===== config.mk =====
export PLATFORM = sky130hd
export DESIGN_NAME = pattern_scan_ctrl
export DESIGN_NICKNAME = d
export VERILOG_FILES = /design/src/rtl/pattern_scan_ctrl_pkg.sv /design/src/rtl/pattern_scan_ctrl_seq_detector_prog.sv /design/src/rtl/pattern_scan_ctrl.sv
export SDC_FILE = /design/constraint.sdc
export NUM_CORES = 1
export LEC_CHECK = 0
export CORE_UTILIZATION = 47
export CTS_BUF_LIST = sky130_fd_sc_hd__clkbuf_16
export DETAILED_ROUTE_END_ITERATION = 12
export PLACE_DENSITY = 0.73
export SKIP_CTS_REPAIR_TIMING = 1
export SLEW_MARGIN = 20
export SYNTH_ARGS = -nofsm -noshare
export SYNTH_HDL_FRONTEND = slang
export SYNTH_HIERARCHICAL = 1
export SYNTH_SLANG_ARGS = --single-unit

===== constraint.sdc =====
create_clock -name clk -period 2.6 [get_ports clk]
set_clock_uncertainty 0.2 [all_clocks]
set_input_delay 0.65 -clock clk [delete_from_list [all_inputs] [get_ports clk]]
set_output_delay 0.65 -clock clk [all_outputs]
set_load 0.02 [all_outputs]

===== src/rtl/pattern_scan_ctrl_pkg.sv =====
// Shared state encoding and default sizing for the pattern scan controller.
package pattern_scan_ctrl_pkg;

  localparam int DATA_W_DEF = 16;
  localparam int PAT_W_DEF  = 4;
  localparam int CNT_W_DEF  = 5;

  typedef enum logic [1:0] {
    ST_IDLE  = 2'd0,
    ST_SHIFT = 2'd1,
    ST_DONE  = 2'd2
  } state_e;

endpackage


===== src/rtl/pattern_scan_ctrl_seq_detector_prog.sv =====
// Programmable serial sequence detector: shift history, fill tracking, compare.
module seq_detector_prog
  import pattern_scan_ctrl_pkg::*;
#(
  parameter int PAT_W = PAT_W_DEF
) (
  input  logic             clk,
  input  logic             clr,
  input  logic             clear,
  input  logic             en,
  input  logic             bit_in,
  input  logic [PAT_W-1:0] pattern,
  input  logic             overlap,
  output logic             match
);

  localparam int BS_W = $clog2(PAT_W + 1);

  logic [PAT_W-2:0] hist_q, hist_d;
  logic [BS_W-1:0]  seen_q, seen_d;
  logic [PAT_W-1:0] window;
  logic             full;

  always_comb begin
    window = {hist_q, bit_in};
    // A match needs PAT_W real bits, counting the one presented this cycle.
    full   = (32'(seen_q) + 32'd1) >= 32'(PAT_W);
    match  = en && full && (window == pattern);
  end

  always_comb begin
    hist_d = hist_q;
    seen_d = seen_q;
    if (clear) begin
      hist_d = '0;
      seen_d = '0;
    end else if (en) begin
      if (match && !overlap) begin
        hist_d = '0;
        seen_d = '0;
      end else begin
        hist_d = window[PAT_W-2:0];
        seen_d = (seen_q == BS_W'(PAT_W)) ? seen_q : seen_q + 1'b1;
      end
    end
  end

  always_ff @(posedge clk) begin
    if (!clr) begin
      hist_q <= '0;
      seen_q <= '0;
    end else begin
      hist_q <= hist_d;
      seen_q <= seen_d;
    end
  end

endmodule


===== src/rtl/pattern_scan_ctrl.sv =====
// Job sequencer: accepts a word + pattern, streams it MSB-first into the detector, tallies matches.
//   state    | meaning
//   ST_IDLE  | ready for a job, results of last job held
//   ST_SHIFT | one data bit presented to the detector per cycle
//   ST_DONE  | one-cycle completion pulse
module pattern_scan_ctrl
  import pattern_scan_ctrl_pkg::*;
#(
  parameter int DATA_W = DATA_W_DEF,
  parameter int PAT_W  = PAT_W_DEF,
  parameter int CNT_W  = CNT_W_DEF
) (
  input  logic              clk,
  input  logic              clr,
  input  logic              start_valid,
  output logic              start_ready,
  input  logic [DATA_W-1:0] data_in,
  input  logic [PAT_W-1:0]  pattern,
  input  logic              overlap,
  input  logic              abort,
  output logic              ser_out,
  output logic              busy,
  output logic              match_pulse,
  output logic [CNT_W-1:0]  match_cnt,
  output logic              found,
  output logic [CNT_W-1:0]  first_pos,
  output logic              done
);

  state_e             state_q;
  logic [DATA_W-1:0]  data_q;
  logic [PAT_W-1:0]   pat_q;
  logic               ovl_q;
  logic [CNT_W-1:0]   idx_q;
  logic [CNT_W-1:0]   cnt_q;
  logic [CNT_W-1:0]   first_q;
  logic               found_q;
  logic               ready_q;
  logic               busy_q;
  logic               pulse_q;
  logic               done_q;

  logic               det_clear;
  logic               det_en;
  logic               det_match;

  assign det_clear = (state_q == ST_IDLE) && start_valid;
  // The bit presented in an aborted cycle must not reach the detector.
  assign det_en    = (state_q == ST_SHIFT) && !abort;

  seq_detector_prog #(.PAT_W(PAT_W)) u_det (
    .clk     (clk),
    .clr     (clr),
    .clear   (det_clear),
    .en      (det_en),
    .bit_in  (data_q[DATA_W-1]),
    .pattern (pat_q),
    .overlap (ovl_q),
    .match   (det_match)
  );

  // data_q shifts in zeros, so its MSB is 0 whenever no bit is being presented.
  always_ff @(posedge clk) begin
    if (!clr) begin
      state_q <= ST_IDLE;
      data_q  <= '0;
      pat_q   <= '0;
      ovl_q   <= 1'b0;
      idx_q   <= '0;
      cnt_q   <= '0;
      first_q <= '0;
      found_q <= 1'b0;
      ready_q <= 1'b1;
      busy_q  <= 1'b0;
      pulse_q <= 1'b0;
      done_q  <= 1'b0;
    end else begin
      case (state_q)
        ST_IDLE: begin
          if (start_valid) begin
            data_q  <= data_in;
            pat_q   <= pattern;
            ovl_q   <= overlap;
            idx_q   <= '0;
            cnt_q   <= '0;
            first_q <= '0;
            found_q <= 1'b0;
            ready_q <= 1'b0;
            busy_q  <= 1'b1;
            pulse_q <= 1'b0;
            state_q <= ST_SHIFT;
          end
        end
        ST_SHIFT: begin
          if (abort) begin
            data_q  <= '0;
            pulse_q <= 1'b0;
            busy_q  <= 1'b0;
            ready_q <= 1'b1;
            state_q <= ST_IDLE;
          end else begin
            data_q  <= {data_q[DATA_W-2:0], 1'b0};
            pulse_q <= det_match;
            if (det_match) begin
              if (cnt_q != '1) cnt_q <= cnt_q + 1'b1;
              if (!found_q) begin
                found_q <= 1'b1;
                first_q <= idx_q;
              end
            end
            idx_q <= idx_q + 1'b1;
            if (idx_q == CNT_W'(DATA_W - 1)) begin
              busy_q  <= 1'b0;
              done_q  <= 1'b1;
              state_q <= ST_DONE;
            end
          end
        end
        ST_DONE: begin
          done_q  <= 1'b0;
          pulse_q <= 1'b0;
          ready_q <= 1'b1;
          state_q <= ST_IDLE;
        end
        default: begin
          state_q <= ST_IDLE;
          ready_q <= 1'b1;
          busy_q  <= 1'b0;
          done_q  <= 1'b0;
          pulse_q <= 1'b0;
        end
      endcase
    end
  end

  assign start_ready = ready_q;
  assign busy        = busy_q;
  assign ser_out     = data_q[DATA_W-1];
  assign match_pulse = pulse_q;
  assign match_cnt   = cnt_q;
  assign found       = found_q;
  assign first_pos   = first_q;
  assign done        = done_q;

endmodule


==> reports/metrics.yaml <==
clocking:
  clockBufferDepth: 2
  cts_num_sinks: 49
  htree_num_levels: 2
  root_buffer: "clkbuf_16"
  clk_pin_slew_ns: 0.06
  cts_tree: "built"
  cts_made_buffers: 5
  clkLatencyLatePin_ns: 0.29
layout:
  final_cell_mix: "49 x dfxtp_1, 40 x clkdlybuf4s50_1, 39 x nand2_1, 23 x nor2b_1"
  drive_above_1_share: 0.154
  post-route-util: 0.639
  nFillCells: 421
  final_common_cell: "dfxtp_1"
  synthToLayoutAreaGrowth_pct: 28.3
  fin_nets: 342
  antennaDiodeCount: 0
synthesis:
  yosysWarnings: 6
  postSynthAreaPerCell_um2: 8.99
  synth_edf_count: 0
  synthFlopType: "dfxtp_1"
  syn-cell-area_um2: 2380
  ys_ff_latch: 49
  synthDistinctLibCells: 43
  synth_top_area_frac: 0.412
  async_flop_share: 0
  synth_area_leaders: "dfxtp_1 41%, o221a_2 7.6%, nand2_1 6.1%"
  yosysTopAreaCell: "dfxtp_1"
  syn_inst: 265
  syn-num-nets: 296
  yosysSeqAreaShare: 0.412
status:
  status: "finished clean"
timing:
  fin_crit_ns: 2.43
  finalCritPeriodShare: 0.934
  fmax_mhz: 412
  rsz0062_at_grt: "false"
  worst_pin_slew_ns: 0.658
  slew_viol_final: 0
  finalSetupTns_ns: 0
  whs_ns: 0.271
  relSlewSlack: 0.561
  hold_viol_final: 0
  setup_viol: 0
pwr:
  p_int_w: 0.00125
  peakVddDrop_mv: 0.395
  pwr-share-clk: 0.377
  seqPwrFrac: 0.488
  power_density_nw_per_um2: 536
  combPwrFrac: 0.135
  p_leak_nw: 1.13
  swShare: 0.240
  p_sw_w: 0.000394
min_path:
  min_path_type: "reg2reg"
worst_setup_path:
  crit_required_ns: 2.58
  cp-start-kind: "input port"
  crit_fanout: 3
  worstPathArrival_ns: 2.41
  crit_path_end_kind: "register"
  criticalPathCategory: "in2reg"
route:
  postRouteWirelength_um: 5470
  drtIter0Drc: 146
  vias_per_cell: 5.58
  firstDrtPassIters: 5
  wire_per_inst_um: 14.4
  drc: 0
  final_antenna_net_count: 0
  vias: 2113
place:
  gp_congestion: 0.780
  io_buffers: 40
  dp_hpwl_um: 3850
floorplanning:
  core_um2: 4790
  rows: 25
  die_h_um: 73.2
  initial_core_util: 0.498
  die_w_um: 73.2
  ios: 41
  dieArea_um2: 5360
job:
  max_cap_violations: 0
grt:
  antenna_found_initial: 0
  grt_pass1_wl_um: 9070
  grt.overflow.total: 0
  grt_pass1_vias: 1946
  grt_use_total: 0.222
  grt_max_degree: 41
[Yosys cell counts (all sizes together) (7+ instances only)]
| library cell | count |
|---|---|
| a21boi | 8 |
| a21oi | 11 |
| buf | 10 |
| clkbuf | 7 |
| dfxtp | 49 |
| nand2 | 39 |
| nand2b | 8 |
| nand3 | 8 |
| nor2 | 8 |
| nor2b | 23 |
| o21ai | 7 |
| o221a | 16 |
| o22ai | 16 |
[worst paths after layout]
| path | slack [ns] | endpoint | depth (start not counted) | from |
|---|---|---|---|---|
| worst max-delay path | 0.17 | match_cnt[3] | 9 | abort |
| worst min-delay path | 0.27 | first_pos[4] | 2 | first_pos[4] |
| worst max register to register | 0.20 | match_cnt[3] | 10 | u_det/hist_q[0] |
| worst min register to register | 0.27 | first_pos[4] | 2 | first_pos[4] |
[stage by stage]
step | worst slack (ns) | area (um2) | power (W) | std cells
after global placement | -0.0798 | 2910 | 0.00103 | 371
after global routing | 0.0285 | 3060 | 0.00170 | 379
after CTS | 0.129 | 3050 | 0.00165 | 379
after floorplan | 0.0245 | 2390 | 0.000946 | 265
final | 0.171 | 3060 | 0.00164 | 379
after detailed placement | -0.176 | 2910 | 0.00104 | 371
[worst max-delay path: stages]
cell             delay [ns]
clkdlybuf4s50_1        0.46
nor3b_4                0.20
nand2_1                0.12
a2111oi_4              0.23
buf_4                  0.18
nand4bb_1              0.11
a21oi_2                0.17
a21boi_0               0.10
o21a_1                 0.20
[layer usage]
layer / global-route usage / up-vias / routed length, um
met3: 0.0497 / 9 / 224
met1: 0.291 / 1008 / 2570
met5: 0 / - / 0
met4: 0.0806 / 0 / 86
met2: 0.357 / 47 / 2590
li1: - / 1049 / -
[power groups by stage]
stage	Clock, W	Sequential (W)	Combinational, W
after floorplan	0	0.000817	0.000128
after global placement	0	0.000816	0.000217
after detailed placement	0	0.000816	0.000219
after CTS	0.000628	0.000800	0.000221
after global routing	0.000653	0.000803	0.000241
final	0.000619	0.000800	0.000221
[layout make-up]
type | instances | area (um2) | share of cell area
Multi-Input combinational cell | 193 | 1310 | 0.428
Inverter | 6 | 25.0 | 0.00818
Clock buffer | 5 | 125 | 0.0409
Sequential cell | 49 | 981 | 0.321
Tap cell | 67 | 83.8 | 0.0274
Clock inverter | 3 | 13.8 | 0.00450
Timing Repair Buffer | 56 | 520 | 0.170
[registers in the layout (all words and copies together), names as in the netlist, 2 cells and up]
name / count
idx_q: 5
first_pos: 5
u_det/hist_q: 3
match_cnt: 5
u_det/seen_q: 3
state_q: 2
data_q: 16
pat_q: 4
[cells by family after synthesis]
logic type               count (synthesis)  share of synthesized area
flip-flops                              49                      0.412
AO/OA/AOI/OAI                           72                      0.236
multiplexers                             1                    0.00420
XOR/XNOR                                 5                     0.0184
buffers and inverters                   23                     0.0457
adder cells (fa/ha/maj)                  6                     0.0315
AND/OR/NAND/NOR                        109                      0.253
Power figures use the tool's default switching activity.
